$ cat config.mk
export PLATFORM = sky130hd
export DESIGN_NAME = bus_arbiter
export DESIGN_NICKNAME = d
export VERILOG_FILES = /design/src/rtl/bus_arbiter.sv
export SDC_FILE = /design/constraint.sdc
export NUM_CORES = 1
export LEC_CHECK = 0
export ABC_CLOCK_PERIOD_IN_PS = 2700
export CAP_MARGIN = 25
export CORE_AREA = 2 2 136 138
export CTS_CLUSTER_DIAMETER = 120
export DETAILED_ROUTE_END_ITERATION = 7
export DIE_AREA = 0 0 138 140
export PLACE_DENSITY = 0.58
export SYNTH_ARGS = -nofsm -noshare
export SYNTH_HDL_FRONTEND = slang
export SYNTH_SLANG_ARGS = --single-unit
$ cat constraint.sdc
create_clock -name i_CLK -period 2.7 [get_ports i_CLK]
set_clock_uncertainty 0.05 [all_clocks]
set_input_delay 0.54 -clock i_CLK [delete_from_list [all_inputs] [get_ports i_CLK]]
set_output_delay 0.54 -clock i_CLK [all_outputs]
set_load 0.01 [all_outputs]
$ cat src/rtl/bus_arbiter.sv
`default_nettype none
// ============================================================================
// Module      : bus_arbiter
// Description : Two-master round-robin arbiter and address decoder for the
//               shared system bus. Define ARB_TIMEOUT_EN to abort stalled
//               slave accesses after TIMEOUT bus cycles.
// Revision    : 1.0 - initial release
// ============================================================================
module bus_arbiter #(
    parameter int unsigned TIMEOUT = 16
) (
    input  logic        i_CLK,
    input  logic        i_RSTn,
    input  logic        i_M0_REQ,
    input  logic        i_M1_REQ,
    input  logic [31:0] i_M0_ADDR,
    input  logic [31:0] i_M1_ADDR,
    input  logic [31:0] i_M0_WDATA,
    input  logic [31:0] i_M1_WDATA,
    input  logic        i_M0_WE,
    input  logic        i_M0_RE,
    input  logic        i_M1_WE,
    input  logic        i_M1_RE,
    input  logic [1:0]  i_M0_HB,
    input  logic [1:0]  i_M1_HB,
    output logic        o_M0_GNT,
    output logic        o_M1_GNT,
    output logic [31:0] o_M0_RDATA,
    output logic [31:0] o_M1_RDATA,
    output logic        o_M0_ERR,
    output logic        o_M1_ERR,
    output logic [31:0] o_BUS_ADDR,
    output logic [31:0] o_BUS_WDATA,
    output logic        o_BUS_WE,
    output logic        o_BUS_RE,
    output logic        o_BUS_REQ,
    output logic [1:0]  o_BUS_HB,
    output logic [7:0]  o_BUS_CE,
    input  logic [31:0] i_BUS_RDATA,
    input  logic        i_BUS_GNT,
    output logic [31:0] o_ERR_ADDR
);

    typedef enum logic [1:0] {
        S_IDLE = 2'd0,
        S_BUSY = 2'd1,
        S_ERR  = 2'd2
    } state_t;

    state_t      state_q;
    logic        owner_q;       // 0 = M0, 1 = M1
    logic        last_q;
    logic [31:0] err_addr_q;

    logic        w_any_req;
    logic        w_pick;
    logic [31:0] w_pick_addr;
    logic        w_pick_mapped;
    logic [31:0] w_own_addr;
    logic [7:0]  w_ce;
    logic        w_timeout;

    assign w_any_req     = i_M0_REQ | i_M1_REQ;
    // On a tie the master that did not own the last transaction wins.
    assign w_pick        = (i_M0_REQ & i_M1_REQ) ? ~last_q : i_M1_REQ;
    assign w_pick_addr   = w_pick ? i_M1_ADDR : i_M0_ADDR;
    assign w_pick_mapped = (w_pick_addr[31:28] >= 4'h8) && (w_pick_addr[31:28] <= 4'hC);
    assign w_own_addr    = owner_q ? i_M1_ADDR : i_M0_ADDR;
    assign o_ERR_ADDR    = err_addr_q;

    always_comb begin
        case (w_own_addr[31:28])
            4'h8:    w_ce = 8'h01;
            4'h9:    w_ce = 8'h02;
            4'hA:    w_ce = 8'h04;
            4'hB:    w_ce = 8'h08;
            4'hC:    w_ce = 8'h10;
            default: w_ce = 8'h00;
        endcase
    end

`ifdef ARB_TIMEOUT_EN
    logic [7:0] cnt_q;
    assign w_timeout = (cnt_q == 8'(TIMEOUT - 1));
`else
    assign w_timeout = 1'b0;
`endif

    always_ff @(posedge i_CLK or negedge i_RSTn) begin
        if (!i_RSTn) begin
            state_q    <= S_IDLE;
            owner_q    <= 1'b0;
            last_q     <= 1'b1;
            err_addr_q <= 32'h0;
`ifdef ARB_TIMEOUT_EN
            cnt_q      <= 8'h0;
`endif
        end else begin
            case (state_q)
                S_IDLE: begin
                    if (w_any_req) begin
                        owner_q <= w_pick;
`ifdef ARB_TIMEOUT_EN
                        cnt_q   <= 8'h0;
`endif
                        if (w_pick_mapped) begin
                            state_q <= S_BUSY;
                        end else begin
                            state_q    <= S_ERR;
                            err_addr_q <= w_pick_addr;
                        end
                    end
                end
                S_BUSY: begin
                    if (i_BUS_GNT) begin
                        state_q <= S_IDLE;
                        last_q  <= owner_q;
                    end else if (w_timeout) begin
                        state_q    <= S_ERR;
                        err_addr_q <= w_own_addr;
                    end
`ifdef ARB_TIMEOUT_EN
                    if (!i_BUS_GNT && !w_timeout) begin
                        cnt_q <= cnt_q + 8'd1;
                    end
`endif
                end
                S_ERR: begin
                    state_q <= S_IDLE;
                    last_q  <= owner_q;
                end
                default: state_q <= S_IDLE;
            endcase
        end
    end

    // Outputs decode from state so reset clears them without waiting for a clock.
    always_comb begin
        o_M0_GNT    = 1'b0;
        o_M1_GNT    = 1'b0;
        o_M0_ERR    = 1'b0;
        o_M1_ERR    = 1'b0;
        o_M0_RDATA  = 32'h0;
        o_M1_RDATA  = 32'h0;
        o_BUS_ADDR  = 32'h0;
        o_BUS_WDATA = 32'h0;
        o_BUS_WE    = 1'b0;
        o_BUS_RE    = 1'b0;
        o_BUS_REQ   = 1'b0;
        o_BUS_HB    = 2'b00;
        o_BUS_CE    = 8'h00;
        case (state_q)
            S_BUSY: begin
                o_BUS_REQ   = 1'b1;
                o_BUS_CE    = w_ce;
                o_BUS_ADDR  = {4'h0, w_own_addr[27:0]};
                o_BUS_WDATA = owner_q ? i_M1_WDATA : i_M0_WDATA;
                o_BUS_WE    = owner_q ? i_M1_WE : i_M0_WE;
                o_BUS_RE    = owner_q ? i_M1_RE : i_M0_RE;
                o_BUS_HB    = owner_q ? i_M1_HB : i_M0_HB;
                if (owner_q) begin
                    o_M1_GNT   = i_BUS_GNT;
                    o_M1_RDATA = i_BUS_GNT ? i_BUS_RDATA : 32'h0;
                end else begin
                    o_M0_GNT   = i_BUS_GNT;
                    o_M0_RDATA = i_BUS_GNT ? i_BUS_RDATA : 32'h0;
                end
            end
            S_ERR: begin
                if (owner_q) begin
                    o_M1_GNT = 1'b1;
                    o_M1_ERR = 1'b1;
                end else begin
                    o_M0_GNT = 1'b1;
                    o_M0_ERR = 1'b1;
                end
            end
            default: ;
        endcase
    end

endmodule
`default_nettype wire

==> run_results.csv <==
group,metric,value,unit
pwr,peakVddDrop,346.8,uV
drt,drtIter0Drc,78,
sta,worst_pin_slew,0.6763,ns
clock_tree,postCtsHoldBufs,0,
sta,drv_slew,0,
die,fp.dieW,138,um
clock_tree,cts.reportedPaths.clkPinSlew,0.06,ns
critical_path,cp-end-kind,"output port",
drt,avgRoutedWirePerCell,16.73,um
clock_tree,worstSkewPairLatency,0.28,ns
synth,yosys-top-cells-area,"dfrtp_1 (24%), mux2i_1 (18%), mux2_4 (12%)",
critical_path,max_stage_delay,0.54,ns
synth,yosys_register_bits,36,
sta,finalCriticalPeriod,2.685,ns
synth,synth_warnings,0,
critical_path,worstPathCellList,"clkdlybuf4s50_1 > and3_4 > buf_12 > and2_1 > clkdlybuf4s50_1",
sta,fmax,372.4,MHz
sta,finalHoldViolCount,0,
cells_and_area,area_growth,108.6,%
synth,netlist_area,0.003725,mm^2
pwr,finalPower,5.153,mW
critical_path,startpoint_type,"input pin",
synth,synthDominantCellAreaShare,23.51,%
die,boundaryPins,350,
clock_tree,clock_path_buffers,2,
critical_path,worst_ep_required_time,2.11,ns
die,fp.dieArea,0.01932,mm^2
critical_path,cp_top_family,"buffers and inverters",
placed_design,gp_congestion,0.8177,
grt,overflow,0,
sta,tns,0,ns
critical_path,cp_data_arrival_time,2.10,ns
sta,period_share,99.45,%
critical_path,crit_type,"input pin to output port",
grt,grt_pass1_vias,4235,
clock_tree,cts_tree,"yes",
critical_path,timing.critical_path.buf_inv,3,
pwr,pwr_density_cell,663.1,mW/mm^2
synth,syn_area_per_cell,9.725,um^2
critical_path,startpoint,"i_BUS_GNT",
critical_path,rrSetupSlack,0.89,ns
die,row_count,49,
cells_and_area,fillers,1712,
pwr,p_leak,3.992,nW
cells_and_area,nets,904,
grt,grt_max_degree,41,
sta,grt_setup_unrepaired,"true",
drt,first_pass_iters,4,
die,initial_core_util,20.95,%
die,coreArea,0.01778,mm^2
synth,synthArstFlopShare,100.0,%
critical_path,r2r_start,"state_q[0]",
critical_path,cp_common_cell,"clkdlybuf4s50_1",
drt,viasPerCell,4.236,
cells_and_area,final_layout_size_suffix_gt1_share,13.85,%
synth,synth_cells,383,
critical_path,cp_slowest_cell,"clkdlybuf4s50_1",
placed_design,dp_hpwl,13000,um
grt,antenna_found_initial,1,
grt,grt_first_pass_wirelength,24470,um
run,maxCapViolations,0,
clock_tree,cts_buffers,5,
synth,ys_seq_area_share,24.22,%
critical_path,cp_max_fo,33,
drt,postRouteAntennaNets,0,
synth,synthFlopType,"dfrtp_1",
synth,synth_largest_area_cell,"dfrtp_1",
clock_tree,cts_htree_levels,2,
grt,grt_usage,15.68,%
hold_path,hp-class,"input pin to asynchronous set/reset pin",
die,fp.dieH,140,um
cells_and_area,utilization,43.71,%
clock_tree,cts.sinks,36,
drt,drc_errors,0,
clock_tree,cts-root-buf,"clkbuf_16",
drt,routed_wl,16050,um
synth,synth-edff-count,0,
outcome,status,"finished clean",
synth,synthDistinctLibCells,35,
sta,relSlewSlack,54.91,%
sta,setup_viol,0,
placed_design,port_buffers,342,
drt,vias,4062,
## kinds of logic (layout without fill, tap and decap cells)
family | Yosys count | after routing | synth area share [%]
AOI/OAI and AO/OA | 15 | 15 | 2.889
adders and majority gates | 3 | 3 | 1.008
buffers and inverters | 41 | 381 | 6.248
DFF | 36 | 36 | 24.22
muxes | 129 | 129 | 39.81
other | 1 | 8 | 0.1007
and+or+nand+nor | 158 | 158 | 25.73
## registers in the layout, indices dropped and copies added, names as in the netlist
register	count
state_q	2
o_ERR_ADDR	32
owner_q	1
last_q	1
## path summary, 6_finish.rpt
check / end / cells past startpoint
worst max-delay path: o_M1_RDATA[7] / 5
worst min register to register: o_ERR_ADDR[23] / 1
max in group asynchronous: last_q / 2
worst min-delay path: o_ERR_ADDR[14] / 1
worst max register to register: o_ERR_ADDR[22] / 6
min in group i_CLK: o_ERR_ADDR[23] / 1
## where the power goes
group	switching (mW)	leakage, nW	internal [mW]
registers	0.212	0.423	0.828
clock network	0.238	0.0798	0.434
logic	1.37	3.49	2.07
## per-layer routing
metal | vias to the layer above | routed length, um | GRT usage (%) | part of all wire, %
met2 | 211 | 8418 | 29.44 | 52
met1 | 1867 | 6084 | 17.09 | 38
li1 | 1967 | - | - | -
met3 | 17 | 1224 | 4.000 | 7.6
met5 | - | 0 | 0 | 0
met4 | 0 | 320 | 5.424 | 2.0
## synthesized netlist by cell type (2+ instances only)
library cell,n
mux2i_1,66
and2_1,65
nor2b_1,65
dfrtp_1,35
mux2_4,30
mux2_2,26
clkbuf_1,13
buf_4,10
nand2_1,10
buf_2,9
nor2_1,9
mux2_1,7
inv_1,5
buf_6,4
ha_1,3
o21ai_0,3
a21oi_1,2
a32oi_1,2
nor3b_1,2
o21a_1,2
## cell type report
class | instances | area (um^2) | share of cell area [%]
timing repair buffer | 368 | 3740 | 48.12
multi-input combinational | 312 | 2650 | 34.10
clock buffer | 5 | 125.1 | 1.610
antenna | 1 | 2.502 | 0.03220
sequential | 36 | 905.9 | 11.66
tap | 229 | 286.5 | 3.687
inverter | 5 | 18.77 | 0.2415
clock inverter | 3 | 42.54 | 0.5474
## through the flow
step | cell area [um^2] | hold WS (ns) | cells | worst slack (ns)
after floorplan | 3747 | 0.1944 | 389 | 0.6852
after global placement | 7482 | 0.4405 | 948 | -0.03750
after detailed placement | 7482 | 0.4448 | 948 | -0.05014
after CTS | 7649 | 0.2672 | 957 | -0.008700
after global routing | 7771 | 0.2978 | 959 | -0.05493
final | 7771 | 0.2345 | 959 | 0.01487
## worst reg2reg max path, delay by kind of cell (launching register included)
| family | cells | cell delay (ns) |
|---|---|---|
| adder cells (fa/ha/maj) | 1 | 0.23 |
| buffers and inverters | 2 | 0.34 |
| flip-flops | 1 | 0.41 |
| multiplexers | 1 | 0.37 |
| AND/OR/NAND/NOR | 2 | 0.30 |
## cells in the final DEF (no fill, tap or decap), types with 2 or more instances in the layout
cell type / count
buf_6: 3
and2_1: 65
buf_12: 5
clkdlybuf4s50_1: 272
buf_4: 18
o21ai_0: 3
mux2i_1: 66
inv_1: 5
mux2_2: 26
mux2_1: 7
dlygate4sd2_1: 32
nand2_1: 10
dfrtp_1: 34
nor2b_1: 65
conb_1: 7
mux2_4: 30
ha_1: 2
nor2_2: 2
dlymetal6s2s_1: 37
nor3b_1: 2
clkbuf_16: 5
nor2_1: 7
o21a_1: 2
a21oi_1: 2
## timing repair
item | in CTS | in global routing
gates resized for setup | 37 | 39
setup endpoints to repair | 124 | 69
pin swaps | 1 | 0
buffers inserted | 1 | 1
Power figures use the tool's default switching activity.
==> patch: new RTL, config.mk and constraints unchanged <==
Register the output `o_M0_ERR`; this adds one clock of latency there. The other outputs are not delayed to match.
--- a/src/rtl/bus_arbiter.sv
+++ b/src/rtl/bus_arbiter.sv
@@ -46,6 +46,8 @@
         S_BUSY = 2'd1,
         S_ERR  = 2'd2
     } state_t;
+
+    logic o_M0_ERR_d;
 
     state_t      state_q;
     logic        owner_q;       // 0 = M0, 1 = M1
@@ -138,7 +140,7 @@
     always_comb begin
         o_M0_GNT    = 1'b0;
         o_M1_GNT    = 1'b0;
-        o_M0_ERR    = 1'b0;
+        o_M0_ERR_d  = 1'b0;
         o_M1_ERR    = 1'b0;
         o_M0_RDATA  = 32'h0;
         o_M1_RDATA  = 32'h0;
@@ -172,13 +174,17 @@
                     o_M1_ERR = 1'b1;
                 end else begin
                     o_M0_GNT = 1'b1;
-                    o_M0_ERR = 1'b1;
+                    o_M0_ERR_d = 1'b1;
                 end
             end
             default: ;
         endcase
     end
 
+    always_ff @(posedge i_CLK) begin
+        o_M0_ERR <= o_M0_ERR_d;
+    end
+
 endmodule
 `default_nettype wire
 
Check against the original RTL: not equivalent (a bounded check fails within 4 cycles, from zero or initial values and one cycle with i_RSTn low).
==> patch against the original RTL <==
- critical path depth unchanged
- worst setup slack improved by 0.0047 ns
- wire length increased by 4.8%
- sequential cell count increased by 1
- sequential share of layout area increased by 0.12 points
- area after synthesis increased by 0.54%
- die area unchanged
- cell area increased by 1.2%
- total power increased by 2.7%
- clock power increased by 3.9%
==> patch: results (changes against the original RTL) <==
[outcome]
status = finished, final reports clean

[power_and_ir_drop]
vdd.ir_drop.worst_v = 0.000324  ; -6.5%
power.leakage_uw = 0.00410  ; +2.6%
clockPowerShare_pct = 13.2  ; +0.2 points
power.total_uw = 5290  ; +2.7%
internal-power_uw = 3460  ; +3.8%

[global_route]
antenna_found_initial = 2  ; +1
grt_start_max_net_pins = 37  ; -9.8%
grt_use_total_pct = 16.2  ; +0.49 points
grt_first_pass_wirelength_um = 24600  ; +0.42%

[cts]
clkLatencyLatePin_ns = 0.28  ; about the same

[final_layout]
seq_cell_count = 37  ; +2.8%
buffers = 369  ; +0.27%
sh_seq_area_pct = 11.8  ; +0.12 points
area_share_nonclk_buffers_pct = 48.5  ; +0.35 points
clock_area_share_pct = 2.24  ; +0.086 points
multi_input_area_mm2 = 0.00264  ; -0.28%
fillers = 1705  ; -0.41%
fin_nets = 906  ; +0.22%
drive_gt1_share_pct = 14.1  ; +0.24 points

[floorplanning]
row_count = 49  ; unchanged

[synthesis]
synth-compound-area-share_pct = 2.87  ; -0.015 points
synth-async-reset-ratio_pct = 97.3  ; -2.7 points
synth-adder-area-share_pct = 1.00  ; -0.0054 points
ys_types = 36  ; +2.9%
synth_area_leaders = dfrtp_1 (23%), mux2i_1 (18%), mux2_4 (12%), and2_1 (11%), nor2b_1 (11%)
yosysSeqAreaShare_pct = 24.6  ; +0.41 points

[worst_setup_path]
worstSetupEndpoint = o_M1_RDATA[28]
reg2reg_to = o_ERR_ADDR[30]

[sta]
max-slew-margin-rel_pct = 44.8  ; -10 points
fmax_mhz = 373  ; +0.18%

[placement]
gp_congestion = 0.895  ; +9.5%

[drt]
wl_per_cell_um = 17.5  ; +4.6%
drt-initial-drc-count = 57  ; -27%

## patch: cell types whose count changed after synthesis, sizes merged
| cell | delta |
|---|---|
| dfxtp | +1 |
## patch: per-layer routing
layer | part of all wire [%] | up-vias | track usage, %
met1 | 37 | 1882 | 17.3
met3 | 8.1 | 25 | 4.99
li1 | - | 1971 | -
met4 | 2.7 | 2 | 5.16
met5 | 0.083 | - | 0
met2 | 52 | 207 | 30.3
## patch: repair_timing
action                                  4_1_cts  5_1_grt
cloned                                        1        0
endpoints found under the setup margin       54       67
buffers inserted                              0        0
resized for setup                            23       48
## patch: stage by stage
step | area (um^2) | hold slack [ns] | instances
3_3_place_gp | 7540 | 0.440 | 951
5_1_grt | 7870 | 0.384 | 961
4_1_cts | 7730 | 0.349 | 960
2_1_floorplan | 3770 | 0.194 | 390
6_report | 7870 | 0.305 | 961
3_5_place_dp | 7540 | 0.444 | 951
